--- src/rtl/crc5_query_tx.sv ---
// Gen2-style Query transmitter: serializes a latched payload MSB first, then
// appends its CRC-5 (x^5+x^3+1, preset 01001) over a per-bit valid/ready handshake.
module crc5_query_tx #(
    parameter int         PAYLOAD_W  = 17,
    parameter logic [4:0] CRC_PRESET = 5'b01001
) (
    input  logic                 clk,
    input  logic                 reset,
    input  logic                 start,
    input  logic [PAYLOAD_W-1:0] payload,
    output logic                 bit_out,
    output logic                 bit_valid,
    input  logic                 bit_ready,
    output logic                 busy,
    output logic                 done,
    output logic [4:0]           crc_out
);

    localparam int CNT_W = $clog2(PAYLOAD_W + 1);

    typedef enum logic [1:0] {
        IDLE      = 2'd0,
        SEND_DATA = 2'd1,
        SEND_CRC  = 2'd2,
        DONE      = 2'd3
    } state_t;

    state_t                 state_q,   state_d;
    logic [PAYLOAD_W-1:0]   shreg_q,   shreg_d;
    logic [4:0]             crc_q,     crc_d;
    logic [4:0]             crc_out_q, crc_out_d;
    logic [CNT_W-1:0]       cnt_q,     cnt_d;
    logic                   busy_q,    busy_d;
    logic [4:0]             crc_upd;

    // One serial step of the x^5+x^3+1 LFSR with bit b entering at the top.
    function automatic logic [4:0] crc5_step(input logic [4:0] c, input logic b);
        logic fb;
        fb = b ^ c[4];
        return {c[3], c[2] ^ fb, c[1], c[0], fb};
    endfunction

    assign crc_upd = crc5_step(crc_q, shreg_q[PAYLOAD_W-1]);

    always_comb begin
        state_d   = state_q;
        shreg_d   = shreg_q;
        crc_d     = crc_q;
        crc_out_d = crc_out_q;
        cnt_d     = cnt_q;
        busy_d    = busy_q;
        bit_out   = 1'b0;
        bit_valid = 1'b0;
        done      = 1'b0;

        case (state_q)
            IDLE: begin
                if (start) begin
                    shreg_d = payload;
                    crc_d   = CRC_PRESET;
                    cnt_d   = '0;
                    busy_d  = 1'b1;
                    state_d = SEND_DATA;
                end
            end
            SEND_DATA: begin
                bit_valid = 1'b1;
                bit_out   = shreg_q[PAYLOAD_W-1];
                if (bit_ready) begin
                    crc_d   = crc_upd;
                    shreg_d = shreg_q << 1;
                    if (cnt_q == CNT_W'(PAYLOAD_W - 1)) begin
                        cnt_d     = '0;
                        crc_out_d = crc_upd;
                        state_d   = SEND_CRC;
                    end else begin
                        cnt_d = cnt_q + CNT_W'(1);
                    end
                end
            end
            SEND_CRC: begin
                // crc_q is a working copy shifted out; crc_out keeps the result.
                bit_valid = 1'b1;
                bit_out   = crc_q[4];
                if (bit_ready) begin
                    crc_d = {crc_q[3:0], 1'b0};
                    cnt_d = cnt_q + CNT_W'(1);
                    if (cnt_q == CNT_W'(4)) begin
                        state_d = DONE;
                    end
                end
            end
            DONE: begin
                done    = 1'b1;
                busy_d  = 1'b0;
                state_d = IDLE;
            end
            default: state_d = IDLE;
        endcase
    end

    always_ff @(posedge clk) begin
        if (reset) begin
            state_q   <= IDLE;
            shreg_q   <= '0;
            crc_q     <= CRC_PRESET;
            crc_out_q <= CRC_PRESET;
            cnt_q     <= '0;
            busy_q    <= 1'b0;
        end else begin
            state_q   <= state_d;
            shreg_q   <= shreg_d;
            crc_q     <= crc_d;
            crc_out_q <= crc_out_d;
            cnt_q     <= cnt_d;
            busy_q    <= busy_d;
        end
    end

    assign busy    = busy_q;
    assign crc_out = crc_out_q;

endmodule

--- config.mk ---
export PLATFORM = sky130hd
export DESIGN_NAME = crc5_query_tx
export DESIGN_NICKNAME = d
export VERILOG_FILES = /design/src/rtl/crc5_query_tx.sv
export SDC_FILE = /design/constraint.sdc
export NUM_CORES = 1
export LEC_CHECK = 0
export ABC_CLOCK_PERIOD_IN_PS = 2100
export CAP_MARGIN = 20
export CORE_MARGIN = 2
export CORE_UTILIZATION = 35
export DETAILED_ROUTE_END_ITERATION = 10
export PLACE_DENSITY = 0.64
export SETUP_SLACK_MARGIN = 0.15
export SLEW_MARGIN = 20
export SYNTH_ARGS = -nofsm -noshare
export SYNTH_HDL_FRONTEND = slang
export SYNTH_SLANG_ARGS = --single-unit
--- constraint.sdc ---
create_clock -name clk -period 2.1 [get_ports clk]
set_input_delay 0.42 -clock clk [delete_from_list [all_inputs] [get_ports clk]]
set_output_delay 0.42 -clock clk [all_outputs]
set_load 0.01 [all_outputs]
* Word-level counts from Yosys, hierarchy flattened
Index checks and enable logic that the tools add are counted.
** Storage, ports and cells
- Register bits :: 35
- Input port bits :: 21
- Word-level logic and storage cells :: 52
- Output and inout port bits :: 9
** Cells by class
- $add $sub $neg :: 1
- Reduce and logical (&&, ||, !) cells :: 10
- Multiplexer cells :: 23
- Eq/ne operators :: 10
- Bitwise operators :: 2
** Operator list (count)
- 5-bit 2-to-1 mux :: 7
- 17-bit 2-to-1 mux :: 2
- 17-bit one-hot mux with 2 select lines :: 1
- 5-bit one-hot mux with 3 select lines :: 2
- 2-bit 2-to-1 mux :: 5
- 2-bit inequality test, second input constant :: 5
- 2-bit one-hot mux with 4 select lines :: 1
- 3-bit AND reduction :: 2
- 5-bit by 1-bit adder with 5-bit output, second input constant :: 1
- 5-bit by 3-bit equality test with 1-bit output, second input constant :: 1
- 5-bit equality test, second input constant :: 1
- 5-bit AND reduction :: 1
- 2-bit equality test, second input constant :: 2
- 1-bit one-hot mux with 2 select lines :: 2
- 4-bit AND reduction :: 1
- 2-bit nonzero test :: 2
- 1-bit 2-to-1 mux :: 3
- 3-bit nonzero test :: 1
- 2-bit by 1-bit equality test with 1-bit output, second input constant :: 1
- 2-bit zero test :: 1
- 2-bit AND reduction :: 1
- 2-bit OR reduction :: 1
- 1-bit XOR :: 2

* Longest topological paths before layout
- Depth after elaboration :: 4
- Depth in mapped cells :: 8
- Gate-level depth less buffers :: 6

* Worst setup path before layout
OpenSTA, ideal clock, no wires.
- Path kind :: register -> output
- Start point :: register state_q[1]
- End point :: output bit_out
- Path slack :: 380 ps
- Stages on the path, launching flop included :: 7
- Required time :: 1680 ps
- Buffers on the path :: 2
- Arrival :: 1300 ps
- Cell sequence :: dfxtp_1 inv_1 ha_1 buf_6 buf_2 a22oi_1 nor2b_1
** On the way
- Longest elaborated chain between the ends :: 2
- Elaborated cells on any way between the ends :: 3
- Those cells by class :: eq/ne: 2; mux: 1
** Ends and longest elaborated chain
- from (decl) :: RTL line 28 : state_t state_q, state_d;
- from (signal assigned) :: RTL line 111 : state_q <= state_d;
- 2-bit equality test or 2-bit by 1-bit equality test with 1-bit output (tied branches) :: RTL line 56 : case (state_q)
- 1-bit one-hot mux with 2 select lines (*) :: RTL line 56
- to (decl) :: RTL line 11 : output logic bit_out,
Mark *: on every way between the ends. The rest lies on a longest branch, timed or not.

* Worst setup path in the final report
Ends and elaborated chain as after synthesis.

==> run summary <==
Layout cell share with drive strength beyond 1 - 18.92%
Top cells by area, synth - dfxtp_1, mux2i_1, a211oi_2, ha_1, nor2_1
Top post-synthesis cells by count - dfxtp_1, nor2_1, mux2i_1
Post-synth net total - 214
Worst-path maximum fanout - 4
Mux cell area share after synthesis - 10.86%
TNS Setup - 0 ns
Leak - 0.8420 nW
Rows - 26
Hold Vio Cnt, Final - 0
Vias in the first global route - 1343
Met3 WL - 183 µm
Final Skew - 0.006832 ns
Tightest Hold Check Type - flip-flop to flip-flop
Fin. max-slew vios - 0
Adder-Cell Fraction of Synth Area - 4.752%
Clock sinks - 35
Tightest Pin Transition - 0.3722 ns
EDFF count, synth - 0
Synth Area in XOR/XNOR - 1.426%
Core area - 0.005107 mm²
Share of power burned in registers - 30.5%
Die Y - 76.57 µm
Synth area leader - dfxtp_1
DR WL met2 - 1500 µm
Fin crit share - 90.00%
Yosys reg bits - 35
GRT Util Overall - 13.10%
Critical path class - flip-flop to primary output
Minimum clock period - 1.890 ns
Largest family of logic cells by synthesized area - compound AO/OA/AOI/OAI gates
Highest routed layer - met4
Drt first pass iters - 4
Max frequency - 0.5291 GHz
Most frequent cell after synthesis - dfxtp_1
CTS Buffer Depth - 2
Asr flop ratio synth - 0%
Worst EP required - 1.68 ns
RSZ-0062 raised after global routing - yes
Diodes inserted - 0
Clock Latency Late Sink - 0.28 ns
Routed via count - 1416
Worst setup endpoint - bit_out
VDD IR max - 501.0 µV
Mapped Avg Cell Area - 9.909 µm²
Synthesized instance count - 186
Critical path launch point - state_q[1]
Clock power share - 20.2%
R2R Path Start - state_q[1]
Sw power - 0.001176 W
Final setup fails - 0
First DRT Iteration DRCs - 80
Number of CTS-inserted buffers - 5
Max-cap check violation count - 0
Initial Util - 36.09%
Synth top area share - 38.02%
Critical path endpoint category - primary output
Reg2Reg Setup Slack - 0.25 ns
Pint - 0.001903 W
Critical Path Source Type - flip-flop
Switch share - 38.20%
CTS root buffer - clkbuf_8
First-pass GRT wire length - 6210 µm
Worst R2R Path Depth - 7
Synth cell types - 43
H-tree depth - 2
Die extent in x - 76.57 µm
Comb power frac - 49.3%
P&R area growth vs syn - 27.63%
Post-CTS Setup Bufs - 0
Seq/Total Area, Yosys - 38.02%
DRC - 0
Simple-gate share of the synthesized area - 18.13%
Critical path arrival - 1.47 ns
Final WL - 3562 µm
PwrDens - 1309 mW/mm²
Via density - 4.849
Antenna viol nets, final - 0
Compound-Gate Fraction of Synth Area - 21.38%
Met1 wire length - 1825 µm
Netlist Area Pre-Place - 0.001843 mm²
Worst r2r dst - cnt_q[3]
Outcome - finished, final reports clean
Detail Placement HPWL - 2631 µm
Routed WL per cell - 12.20 µm
Fin nets - 249
CTS tree - built
Slew margin rel. - 75.00%
Die Area - 0.005862 mm²
Post-layout util - 46.06%
IO Count - 30
Clock transition at the registers of the reported paths - 0.07 ns
Pin count of the biggest net entering global routing - 35
GP Congestion - 0.7708
Gr ovfl total - 0
Yosys Warn Count - 0
Initial antenna violation count - 0
Port bufs - 29
Synth Flop Type - dfxtp_1
-- power by group through the flow --
stage / sequential, W / combinational (W) / clock [W]
finish: 0.000939 / 0.00152 / 0.000621
global route: 0.000961 / 0.00168 / 0.000672
CTS: 0.000937 / 0.00153 / 0.000637
detailed placement: 0.000950 / 0.00153 / 0
global placement: 0.000947 / 0.00152 / 0
floorplan: 0.000925 / 0.00124 / 0
-- through the flow --
stage	power [W]	worst slack [ns]	std cells	cell area, µm²	hold slack [ns]
2_1_floorplan	0.002164	0.3804	186	1843	0.4454
3_3_place_gp	0.002470	0.2180	284	2227	0.4575
5_1_grt	0.003315	0.1344	292	2352	0.5103
6_report	0.003080	0.2100	292	2352	0.4734
4_1_cts	0.003101	0.1637	292	2344	0.4776
3_5_place_dp	0.002478	0.2033	284	2227	0.4674
-- kinds of logic after synthesis --
logic type	Yosys count
buffers and inverters	17
muxes	20
and+or+nand+nor	59
adders and majority gates	7
AOI/OAI and AO/OA	45
xor gates and xnor gates	3
DFF	35
-- how the worst min path moves through the flow --
| stage | from | to | slack (ns) | cells past startpoint |
|---|---|---|---|---|
| finish | busy | busy | 0.47 | 2 |
| global route | shreg_q[0] | shreg_q[0] | 0.51 | 2 |
| CTS | busy | busy | 0.48 | 2 |
| detailed placement | busy | busy | 0.47 | 2 |
| global placement | shreg_q[0] | shreg_q[0] | 0.46 | 2 |
| floorplan | shreg_q[0] | shreg_q[0] | 0.45 | 2 |
-- metal layers --
layer	up-vias	GRT usage, %
met5	-	0
met4	0	5.455
met3	6	3.318
met2	30	19.47
met1	646	18.01
li1	734	-
-- cell type report --
| cell class | instances | area (µm²) |
|---|---|---|
| Fill cell | 504 | 2755 |
| Clock inverter | 2 | 35.03 |
| Timing Repair Buffer | 38 | 367.9 |
| Multi-Input combinational cell | 134 | 1050 |
| Inverter | 7 | 26.28 |
| Clock buffer | 6 | 82.58 |
| Sequential cell | 35 | 703.2 |
| Tap cell | 70 | 87.58 |
-- cell usage in the layout (no fill, tap or decap), types with 3 or more instances in the layout --
| cell | synthesis | routed |
|---|---|---|
| nand2_1 | 8 | 8 |
| nor3_1 | 4 | 4 |
| ha_1 | 7 | 7 |
| clkbuf_8 | 0 | 6 |
| buf_4 | 1 | 8 |
| a211oi_2 | 13 | 13 |
| o21ai_1 | 3 | 3 |
| inv_1 | 7 | 7 |
| nor2_1 | 23 | 23 |
| nand3_1 | 6 | 6 |
| a22o_1 | 4 | 4 |
| o21ai_0 | 5 | 5 |
| mux2i_1 | 20 | 20 |
| a21oi_1 | 6 | 6 |
| a31oi_1 | 3 | 3 |
| clkdlybuf4s50_1 | 0 | 27 |
| dfxtp_1 | 35 | 33 |
| a211oi_1 | 3 | 3 |
| nand2b_1 | 3 | 3 |
-- worst max-delay path: stages, from the launching register on --
cell and delay (ns):
dfxtp_2 0.36, inv_1 0.08, ha_1 0.22, a22oi_2 0.20
nor2b_2 0.05, dlygate4sd2_1 0.28
-- registers in the layout (all words and copies together) (netlist names) --
signal,count
busy,1
cnt_q,5
crc_out,5
crc_q,5
shreg_q,17
state_q,2
-- repair_timing --
item,in CTS,in global routing
gates cloned,0,0
endpoints found under the setup margin,2,2
hold buffers,0,0
gates resized for setup,3,3
pin swaps,0,0
hold endpoints to repair,0,0
Note: power is estimated with default switching activity, not from simulation.
